**src/rtl/fpx_mul.sv**
```systemverilog
// Three-stage pipelined floating-point multiplier for a parameterised {sign, exp, frac} format.
// Supports RNE/RTZ rounding, subnormals, IEEE special values and a sideband tag.
module fpx_mul #(
  parameter int unsigned EXP_W  = 5,
  parameter int unsigned MANT_W = 10,
  parameter int unsigned TAG_W  = 4,
  parameter int unsigned W      = 1 + EXP_W + MANT_W
) (
  input  logic             clk,
  input  logic             rst_n,
  input  logic             in_valid,
  output logic             in_ready,
  input  logic [W-1:0]     a,
  input  logic [W-1:0]     b,
  input  logic             rnd_mode,
  input  logic [TAG_W-1:0] in_tag,
  output logic             out_valid,
  input  logic             out_ready,
  output logic [W-1:0]     result,
  output logic [TAG_W-1:0] out_tag,
  output logic [3:0]       flags
);

  localparam int XW    = EXP_W + 2;
  localparam int SW    = MANT_W + 1;
  localparam int PW    = 2 * SW;
  localparam int GW    = MANT_W + 4;
  localparam int BIAS  = (1 << (EXP_W - 1)) - 1;
  localparam int EMAX  = (1 << EXP_W) - 1;
  localparam int SHMAX = MANT_W + 3;
  localparam logic [W-1:0] QNAN = {1'b0, {EXP_W{1'b1}}, 1'b1, {(MANT_W-1){1'b0}}};

  // Handshake and pipeline control
  logic init_q, stall, en, accept;
  logic s1_valid_q, s2_valid_q, out_valid_q;

  assign stall     = out_valid_q & ~out_ready;
  assign en        = ~stall;
  assign in_ready  = init_q & ~stall;
  assign accept    = in_valid & in_ready;
  assign out_valid = out_valid_q;

  always_ff @(posedge clk or negedge rst_n) begin
    if (!rst_n) begin
      init_q     <= 1'b0;
      s1_valid_q <= 1'b0;
      s2_valid_q <= 1'b0;
    end else begin
      init_q <= 1'b1;
      if (en) begin
        s1_valid_q <= accept;
        s2_valid_q <= s1_valid_q;
      end
    end
  end

  // S1: unpack, classify, exponent sum
  logic [EXP_W-1:0]    ea, eb, ea_eff, eb_eff;
  logic [MANT_W-1:0]   fa, fb;
  logic                a_nan, b_nan, a_snan, b_snan, a_inf, b_inf, a_zero, b_zero;
  logic                s1_sign_d, s1_spec_d, s1_inv_d;
  logic [W-1:0]        s1_sres_d;
  logic signed [XW-1:0] s1_exp_d;

  always_comb begin
    ea     = a[MANT_W +: EXP_W];
    eb     = b[MANT_W +: EXP_W];
    fa     = a[MANT_W-1:0];
    fb     = b[MANT_W-1:0];
    a_nan  = (&ea) & (|fa);
    b_nan  = (&eb) & (|fb);
    a_snan = a_nan & ~fa[MANT_W-1];
    b_snan = b_nan & ~fb[MANT_W-1];
    a_inf  = (&ea) & ~(|fa);
    b_inf  = (&eb) & ~(|fb);
    a_zero = ~(|ea) & ~(|fa);
    b_zero = ~(|eb) & ~(|fb);
    ea_eff = (ea == '0) ? EXP_W'(1) : ea;
    eb_eff = (eb == '0) ? EXP_W'(1) : eb;
    s1_exp_d  = $signed({2'b00, ea_eff} + {2'b00, eb_eff} - XW'(BIAS));
    s1_sign_d = a[W-1] ^ b[W-1];

    s1_spec_d = 1'b1;
    s1_inv_d  = 1'b0;
    s1_sres_d = QNAN;
    if (a_nan || b_nan) begin
      s1_inv_d = a_snan | b_snan;
    end else if ((a_inf && b_zero) || (a_zero && b_inf)) begin
      s1_inv_d = 1'b1;
    end else if (a_inf || b_inf) begin
      s1_sres_d = {s1_sign_d, {EXP_W{1'b1}}, {MANT_W{1'b0}}};
    end else if (a_zero || b_zero) begin
      s1_sres_d = {s1_sign_d, {(W-1){1'b0}}};
    end else begin
      s1_spec_d = 1'b0;
    end
  end

  logic                 s1_sign_q, s1_spec_q, s1_inv_q, s1_rnd_q;
  logic [W-1:0]         s1_sres_q;
  logic [SW-1:0]        s1_ma_q, s1_mb_q;
  logic signed [XW-1:0] s1_exp_q;
  logic [TAG_W-1:0]     s1_tag_q;

  always_ff @(posedge clk) begin
    if (accept) begin
      s1_sign_q <= s1_sign_d;
      s1_spec_q <= s1_spec_d;
      s1_inv_q  <= s1_inv_d;
      s1_sres_q <= s1_sres_d;
      s1_ma_q   <= {|ea, fa};
      s1_mb_q   <= {|eb, fb};
      s1_exp_q  <= s1_exp_d;
      s1_rnd_q  <= rnd_mode;
      s1_tag_q  <= in_tag;
    end
  end

  // S2: significand multiply
  logic                 s2_sign_q, s2_spec_q, s2_inv_q, s2_rnd_q;
  logic [W-1:0]         s2_sres_q;
  logic [PW-1:0]        s2_prod_q;
  logic signed [XW-1:0] s2_exp_q;
  logic [TAG_W-1:0]     s2_tag_q;

  always_ff @(posedge clk) begin
    if (en && s1_valid_q) begin
      s2_sign_q <= s1_sign_q;
      s2_spec_q <= s1_spec_q;
      s2_inv_q  <= s1_inv_q;
      s2_sres_q <= s1_sres_q;
      s2_prod_q <= PW'(s1_ma_q) * PW'(s1_mb_q);
      s2_exp_q  <= s1_exp_q;
      s2_rnd_q  <= s1_rnd_q;
      s2_tag_q  <= s1_tag_q;
    end
  end

  // S3: normalise, round, pack
  function automatic int lzc(input logic [PW-1:0] v);
    int n = PW;
    for (int i = 0; i < PW; i++) begin
      if (v[i]) n = PW - 1 - i;
    end
    return n;
  endfunction

  logic [PW-1:0]     norm;
  logic [GW-1:0]     sig, sig_sh;
  logic [MANT_W+1:0] mant_r;
  logic [MANT_W-1:0] frac;
  logic              tiny, inexact, inc, ovf;
  int                lz, e_n, sh, exp_f;
  logic [W-1:0]      res_d;
  logic [3:0]        flg_d;

  always_comb begin
    lz   = lzc(s2_prod_q);
    norm = s2_prod_q << lz;
    // Leading one lands in the top bit, so the value is 1.x * 2^(e_n - bias)
    e_n  = int'(s2_exp_q) + 1 - lz;
    sig  = {norm[PW-1 -: MANT_W+3], |norm[MANT_W-2:0]};
    tiny = (e_n <= 0);
    sh   = 0;
    if (tiny) sh = ((1 - e_n) > SHMAX) ? SHMAX : (1 - e_n);
    sig_sh  = (sig >> sh) | GW'(|(sig & ~({GW{1'b1}} << sh)));
    inexact = |sig_sh[2:0];
    inc     = ~s2_rnd_q & sig_sh[2] & (sig_sh[1] | sig_sh[0] | sig_sh[3]);
    mant_r  = {1'b0, sig_sh[GW-1:3]} + {{(MANT_W+1){1'b0}}, inc};

    if (tiny) begin
      // A carry into the hidden bit promotes the subnormal to the smallest normal
      exp_f = int'(mant_r[MANT_W]);
      frac  = mant_r[MANT_W-1:0];
    end else if (mant_r[MANT_W+1]) begin
      exp_f = e_n + 1;
      frac  = mant_r[MANT_W:1];
    end else begin
      exp_f = e_n;
      frac  = mant_r[MANT_W-1:0];
    end
    ovf = (exp_f >= EMAX);

    flg_d = {1'b0, ovf, tiny & inexact, inexact | ovf};
    if (ovf) begin
      res_d = s2_rnd_q ? {s2_sign_q, EXP_W'(EMAX - 1), {MANT_W{1'b1}}}
                       : {s2_sign_q, {EXP_W{1'b1}}, {MANT_W{1'b0}}};
    end else begin
      res_d = {s2_sign_q, EXP_W'(exp_f), frac};
    end
    if (s2_spec_q) begin
      res_d = s2_sres_q;
      flg_d = {s2_inv_q, 3'b000};
    end
  end

  logic [W-1:0]     result_q;
  logic [TAG_W-1:0] out_tag_q;
  logic [3:0]       flags_q;

  always_ff @(posedge clk or negedge rst_n) begin
    if (!rst_n) begin
      out_valid_q <= 1'b0;
      result_q    <= '0;
      out_tag_q   <= '0;
      flags_q     <= '0;
    end else if (en) begin
      out_valid_q <= s2_valid_q;
      if (s2_valid_q) begin
        result_q  <= res_d;
        out_tag_q <= s2_tag_q;
        flags_q   <= flg_d;
      end
    end
  end

  assign result  = result_q;
  assign out_tag = out_tag_q;
  assign flags   = flags_q;

endmodule

```
**config.mk**
```make
export PLATFORM = sky130hd
export DESIGN_NAME = fpx_mul
export DESIGN_NICKNAME = d
export VERILOG_FILES = /design/src/rtl/fpx_mul.sv
export SDC_FILE = /design/constraint.sdc
export NUM_CORES = 1
export LEC_CHECK = 0
export CORE_AREA = 2 2 128 255
export CTS_CLUSTER_DIAMETER = 50
export DETAILED_ROUTE_END_ITERATION = 10
export DIE_AREA = 0 0 130 257
export PLACE_DENSITY_LB_ADDON = 0.05
export SLEW_MARGIN = 5
export SYNTH_ARGS = -nofsm -noshare
export SYNTH_HDL_FRONTEND = slang
export SYNTH_SLANG_ARGS = --single-unit
```
**constraint.sdc**
```tcl
create_clock -name clk -period 19.9 [get_ports clk]
set_input_delay 4.975 -clock clk [delete_from_list [all_inputs] [get_ports clk]]
set_output_delay 4.975 -clock clk [all_outputs]
set_load 0.01 [all_outputs]
```
=== Word level (Yosys, flattened, before mapping) ===
Cells that the tools add are included.

* Flip-flop bits (word level): 134

* Add/subtract/negate cells: 7
* Multiply operators: 1
* Magnitude comparators: 3
* Shift-type cells: 3
* Muxes and demuxes: 39
* Bitwise operators: 31
* Reduce and logical (&&, ||, !) cells: 21

{| class="wikitable"
|+ Operators by type and width
! cell !! count
|-
| $mux 32 || 25
|-
| $mux 16 || 3
|-
| $add 32x2->32 const B || 1
|-
| $ge 32x6->1 const B || 1
|-
| $gt 32x5->1 const B || 1
|-
| $le 32x1->1 const B || 1
|-
| $shl 14x32->14 const A || 1
|-
| $shl 22x32->22 || 1
|-
| $shr 14x32->14 || 1
|-
| $sub 2x32->32 const A || 1
|-
| $sub 8x32->32 || 1
|-
| $mul 11x11->22 || 1
|-
| $mux 10 || 2
|-
| $reduce_or 10->1 || 2
|-
| $mux 15 || 1
|-
| $and 1x1->1 || 14
|-
| $and 14x14->14 || 1
|-
| $not 14->14 || 1
|-
| $or 14x1->14 || 1
|-
| $reduce_or 14->1 || 1
|-
| $add 11x1->12 || 1
|-
| $mux 11 || 1
|-
| $logic_not 5->1 || 2
|-
| $mux 5 || 2
|-
| other kinds (17) || 38
|}

=== Depth between registers and ports, before layout ===
Gate-level depths: netlist (run 1).

* Word-level depth: 41
* Mapped depth: 36
* Mapped depth without buffers: 32

=== Worst setup path before layout (run 1) ===
No wires, ideal clock.

* Path kind: input to output
* Start point: in out_ready
* End point: out in_ready
* Data arrival time: 5384 ps
* Setup slack: 9541 ps
* Stages on the path: 2
* Buffers on the path: 0
* Cell sequence: nand2b_1 > and2_1

* Longest elaborated chain between the ends: 4

{| class="wikitable"
|+ RTL lines
! what !! line !! text
|-
| start: declaration || 18 || <nowiki>input logic out_ready,</nowiki>
|-
| $not 1->1 || 37 || <nowiki>assign stall = out_valid_q & ~out_ready;</nowiki>
|-
| $and 1x1->1 || 37 ||
|-
| $not 1->1 (no line) || n/a ||
|-
| $and 1x1->1 || 39 || <nowiki>assign in_ready = init_q & ~stall;</nowiki>
|-
| end: declaration || 12 || <nowiki>output logic in_ready,</nowiki>
|}

No other way between the ends.

=== Final worst setup path (run 1) ===
Same ends and word-level chain as after synthesis.

==> results.json, run 1 <==
{
  "status": "complete, no violations",
  "fmax_mhz": 88.4,
  "grt_pass1_wl_mm": 60.1,
  "grt_max_degree": 42,
  "fin_hold_ws_ns": 0.423,
  "vias_per_cell": 5.69,
  "initial_utilization_pct": 38.5,
  "gp_congestion": 1.02,
  "synth-async-reset-ratio_pct": 25.9,
  "synth_area_um2": 12100,
  "synth.area.top_cells": "edfxtp_1 (20%), fa_1 (14%), ha_1 (8.9%)",
  "max-vdd-ir-drop_mv": 0.0904,
  "grt_use_met2_pct": 46.7,
  "nFillCells": 3185,
  "io_buffer_count": 66,
  "multi_input_area_um2": 8110,
  "wl_mm": 37.9,
  "regArea_um2": 3100,
  "postCtsHoldBufs": 0,
  "drive_gt1_share_pct": 6.25,
  "cp_max_fo": 8,
  "power_mw": 1.83,
  "route.detailed.drc": 0,
  "h-tree-depth": 3,
  "rows": 92,
  "critPathBufInv": 2,
  "synth_top_area_cell": "edfxtp_1",
  "layout_min_cycle_time_ns": 11.31,
  "finalClockSkew_ns": 0.0117,
  "slowest_delay_ns": 0.53,
  "p_leak_nw": 5.44,
  "yosys-top-cells-count": "nand2_1 (155), inv_1 (134), nor2_1 (91)",
  "yosysMostFrequentCell": "nand2_1",
  "synth.top_cell.area_share_pct": 19.8,
  "avgSynthCellArea_um2": 8.99,
  "cp.required_ns": 14.93,
  "dieArea_um2": 33400,
  "slew_headroom_pct": 37.9,
  "top_usage_layer": "met2",
  "synth_edf_count": 80,
  "drt_iter0_markers": 436,
  "core_area_um2": 31400,
  "hp-class": "reg2reg",
  "postRouteAntennaNets": 0,
  "numCtsBuffers": 9,
  "grt_pass1_vias": 10750,
  "via_count": 10147,
  "powerDensity_nw_per_um2": 138,
  "slowest_stage": "clkdlybuf4s50_1",
  "antenna_cells": 0,
  "grt_util_met3_pct": 3.26,
  "slew_viol_final": 0,
  "io-pin-count": 67,
  "arrival_ns": 6.34,
  "drv_cap": 0,
  "synth_flop_cell": "edfxtp_1",
  "clk_path_buf_depth": 2,
  "hold_viol": 0,
  "firstDrtPassIters": 5,
  "use_met1_pct": 21.5,
  "wl_per_cell_um": 21.3,
  "clock_latency_ns": 0.37,
  "die_w_um": 130,
  "period_share_pct": 56.9,
  "crit_top_cell": "clkdlybuf4s50_1",
  "area_growth_pct": 9.61,
  "rsz0062_at_grt": "false",
  "synth_seq_area_share_pct": 25.6,
  "clock_sinks": 108,
  "crit_type": "in2out",
  "critical_path.top_delay_family": "buffers and inverters",
  "dp_hpwl_mm": 31.2,
  "ys_seq_elements": 108,
  "worst_pin_slew_ns": 0.931,
  "antenna_found_initial": 0,
  "syn_nets": 1557,
  "cts_tree": "done",
  "overflow": 0,
  "yosys_warnings": 0,
  "die_h_um": 257,
  "cts_setup_buffers": 0,
  "endpoint_kind": "output pin",
  "setup_violations": 0,
  "synthCells": 1347,
  "path_clk_slew_ns": 0.08,
  "worstPathCellList": "clkdlybuf4s50_1, nand2b_1, and2_1, clkdlybuf4s50_1",
  "cts_resized": 0,
  "nets": 1565,
  "setup-tns-final_ns": 0,
  "grt_usage_pct": 23.6,
  "cts_root_buffer": "clkbuf_16",
  "synth_cell_types": 107,
  "start_kind": "input pin"
}
-- stage by stage --
step                      setup WS, ns  cells  utilization [%]  instance area (um^2)
after detailed placement          8.56   1767             41.2                 13000
after global placement            8.59   1767             41.2                 13000
after global routing              8.41   1783             42.2                 13300
after CTS                         8.57   1783             42.2                 13300
after floorplan                   9.54   1347                -                 12100
final                             8.59   1783             42.2                 13300
-- path summary, 6_finish.rpt --
check,start,to,slack (ns),cells after the start
max,out_ready,in_ready,8.59,4
min,s1_sres_q[9],s2_sres_q[9],0.42,0
max reg2reg,s2_prod_q[18],result[3],9.22,32
min reg2reg,s1_sres_q[9],s2_sres_q[9],0.42,0
max in group asynchronous,rst_n,flags[0],14.65,2
min in group asynchronous,rst_n,result[8],4.98,2
-- placed cells by master, fill, tap and decap left out, types with 9 or more instances in the layout --
cell type / Yosys / final
o22ai_1: 10 / 10
clkbuf_16: 0 / 9
nand2b_1: 10 / 10
o21ai_0: 48 / 48
o21a_1: 9 / 9
and2_1: 70 / 69
clkdlybuf4s50_1: 0 / 66
fa_1: 83 / 83
nand3_1: 29 / 29
mux2_2: 9 / 9
xnor2_1: 28 / 28
a22oi_1: 13 / 13
nor3_1: 38 / 38
ha_1: 86 / 86
a211oi_1: 11 / 11
nand2_1: 155 / 155
nor4_1: 16 / 16
xor2_1: 9 / 9
edfxtp_1: 80 / 80
o211ai_1: 19 / 19
inv_1: 134 / 134
a21o_1: 14 / 14
mux2i_1: 11 / 11
a21oi_1: 66 / 66
dfrtp_1: 28 / 28
nor2_1: 91 / 91
-- layer usage --
metal	part of all wire (%)	vias up	routed length [um]
met5	0	-	0
met4	7.1	0	2690
met3	2.9	130	1110
met2	58	277	22100
met1	32	4967	12000
li1	-	4773	-
-- area by class of cell --
cell class	count	share of cell area, %
Sequential cell	108	23.4
Inverter	137	3.89
Clock buffer	9	1.70
Multi-Input combinational cell	1027	61.1
Tap cell	423	3.99
Timing Repair Buffer	72	5.32
Clock inverter	7	0.604
-- flip-flops by register name (all words and copies together) (netlist names), 3 cells and up --
| signal | count |
|---|---|
| s2_exp_q | 7 |
| out_tag | 4 |
| s1_ma_q | 11 |
| s1_sres_q | 3 |
| s2_tag_q | 4 |
| s1_mb_q | 11 |
| s1_tag_q | 4 |
| s2_prod_q | 22 |
| result | 16 |
| s1_exp_q | 7 |
| s2_sres_q | 3 |
| flags | 4 |
-- kinds of logic (layout without fill, tap and decap cells) --
| group | Yosys count | count (layout) | share of synthesized area [%] |
|---|---|---|---|
| AOI/OAI and AO/OA | 316 | 316 | 19.5 |
| DFF | 108 | 108 | 25.6 |
| xor gates and xnor gates | 37 | 37 | 2.68 |
| and+or+nand+nor | 484 | 484 | 20.4 |
| buffers and inverters | 212 | 225 | 7.39 |
| other | 1 | 1 | 0.0310 |
| adders and majority gates | 169 | 169 | 22.6 |
| muxes | 20 | 20 | 1.75 |
-- report_power, final --
group          internal [mW]  leakage (nW)  switching [mW]  total [mW]
clock network         0.0896         0.146          0.0943       0.184
logic                  0.494          4.21           0.756        1.25
registers              0.323          1.08          0.0747       0.398
total                  0.906          5.44           0.925        1.83
Note: power is estimated with default switching activity, not from simulation.
==> run 2: changes to the inputs <==
Clock period 19.9 ns to 10.5 ns, I/O delays scaled along.
==> results.json, run 2 (synthesis gave the netlist of run 1 again) <==
{
  "drt_iter0_markers": 522,
  "multi_input_area_um2": 8110,
  "via_count": 10329,
  "power_mw": 3.53,
  "final_cell_mix": "nand2_1 (155), inv_1 (134), nor2_1 (91)",
  "grt_usage_pct": 24.3,
  "postCtsHoldBufs": 0,
  "nFillCells": 3212,
  "drv_cap": 0,
  "layout_min_cycle_time_ns": 9.35,
  "setup-tns-final_ns": 0,
  "wl_mm": 39.8,
  "die_h_um": 257,
  "wl_per_cell_um": 22.1,
  "hold_viol": 0,
  "nets": 1577,
  "drive_gt1_share_pct": 7.00,
  "antenna_cells": 0,
  "fmax_mhz": 107,
  "crit_top_cell": "nand2_1",
  "start_kind": "flop",
  "h-tree-depth": 3,
  "layout.cells.non_filler": 1795,
  "slowest_delay_ns": 0.76,
  "cts_setup_buffers": 0,
  "rsz0062_at_grt": "false",
  "slew_viol_final": 0,
  "hold_start": "s1_sres_q[13]",
  "clk_path_buf_depth": 2,
  "hp-class": "reg2reg",
  "setup_violations": 0,
  "antenna_found_initial": 0,
  "worst_pin_slew_ns": 0.935,
  "powerDensity_nw_per_um2": 265,
  "setup.worst_path.start": "s2_prod_q[18]",
  "crit_type": "reg2reg",
  "endpoint_kind": "flop",
  "final_common_cell": "nand2_1",
  "route.detailed.drc": 0,
  "cts_resized": 0,
  "largest_reg_flops": 22,
  "postLayoutCellArea_um2": 13300,
  "cts_tree": "done",
  "max-vdd-ir-drop_mv": 0.162,
  "dp_hpwl_mm": 32.8,
  "die_w_um": 130,
  "path_clk_slew_ns": 0.08,
  "post-route-util_pct": 42.4,
  "firstDrtPassIters": 7,
  "cp_max_fo": 21,
  "arrival_ns": 9.63,
  "finalClockSkew_ns": 0.0138,
  "overflow": 0,
  "grt_pass1_vias": 10827,
  "grt_max_degree": 42,
  "gp_congestion": 0.964,
  "critPathBufInv": 2,
  "initial_utilization_pct": 38.5,
  "regArea_um2": 3100,
  "clock_sinks": 108,
  "crit-reg2reg-launch": "s2_prod_q[18]",
  "p_leak_nw": 5.49,
  "io_buffer_count": 66,
  "dieArea_um2": 33400,
  "grt_pass1_wl_mm": 61.1,
  "cts_root_buffer": "clkbuf_16",
  "slowest_stage": "o22a_1",
  "rrSetupSlack_ns": 1.15,
  "regMostFlops": "s2_prod_q",
  "numCtsBuffers": 9,
  "place_area_um2": 13100,
  "slew_headroom_pct": 37.7,
  "postRouteAntennaNets": 0,
  "period_share_pct": 89.1,
  "io-pin-count": 67,
  "rows": 92,
  "critical_path.top_delay_family": "compound AO/OA/AOI/OAI gates",
  "clock_latency_ns": 0.36,
  "area_growth_pct": 10.2,
  "dp.cells": 1779,
  "status": "complete, no violations",
  "cp.required_ns": 10.78,
  "core_area_um2": 31400,
  "vias_per_cell": 5.75
}
## run 2: changes by cell type in the layout (fill, tap and decap cells not counted), sizes merged
cell,before,now
buf,6,18
clkbuf,9,10
inv,139,138
## run 2: layout make-up
| type | count | share of cell area [%] |
|---|---|---|
| Clock inverter | 6 | 0.422 |
| Clock buffer | 10 | 1.72 |
| Inverter | 137 | 3.86 |
| Tap cell | 423 | 3.97 |
| Timing Repair Buffer | 84 | 5.97 |
| Sequential cell | 108 | 23.3 |
| Multi-Input combinational cell | 1027 | 60.8 |
## run 2: worst paths after layout
| kind | endpoint | cells past startpoint |
|---|---|---|
| worst max-delay path | result[9] | 30 |
| worst min-delay path | s2_sres_q[14] | 0 |
| max in group asynchronous | flags[3] | 2 |
| worst min register to register | s2_sres_q[14] | 0 |
| worst max register to register | result[9] | 30 |
| min in group asynchronous | flags[0] | 2 |
## run 2: power by group
| part | switching, mW | internal (mW) |
|---|---|---|
| Combinational | 1.50 | 0.961 |
| Clock | 0.166 | 0.166 |
| Sequential | 0.131 | 0.612 |
## run 2: stage by stage
stage          hold slack, ns  setup slack [ns]
6_report                0.409              1.15
5_1_grt                 0.435             0.448
4_1_cts                 0.412              1.22
3_5_place_dp            0.405              1.24
3_3_place_gp            0.403              1.29
2_1_floorplan           0.400              2.45
## run 2: metal layers
metal,up-vias,part of all wire [%],global-route usage (%)
li1,4802,-,-
met1,5064,31,21.4
met2,308,59,48.6
met3,155,2.8,2.83
met4,0,8.1,16.6
met5,-,0,0
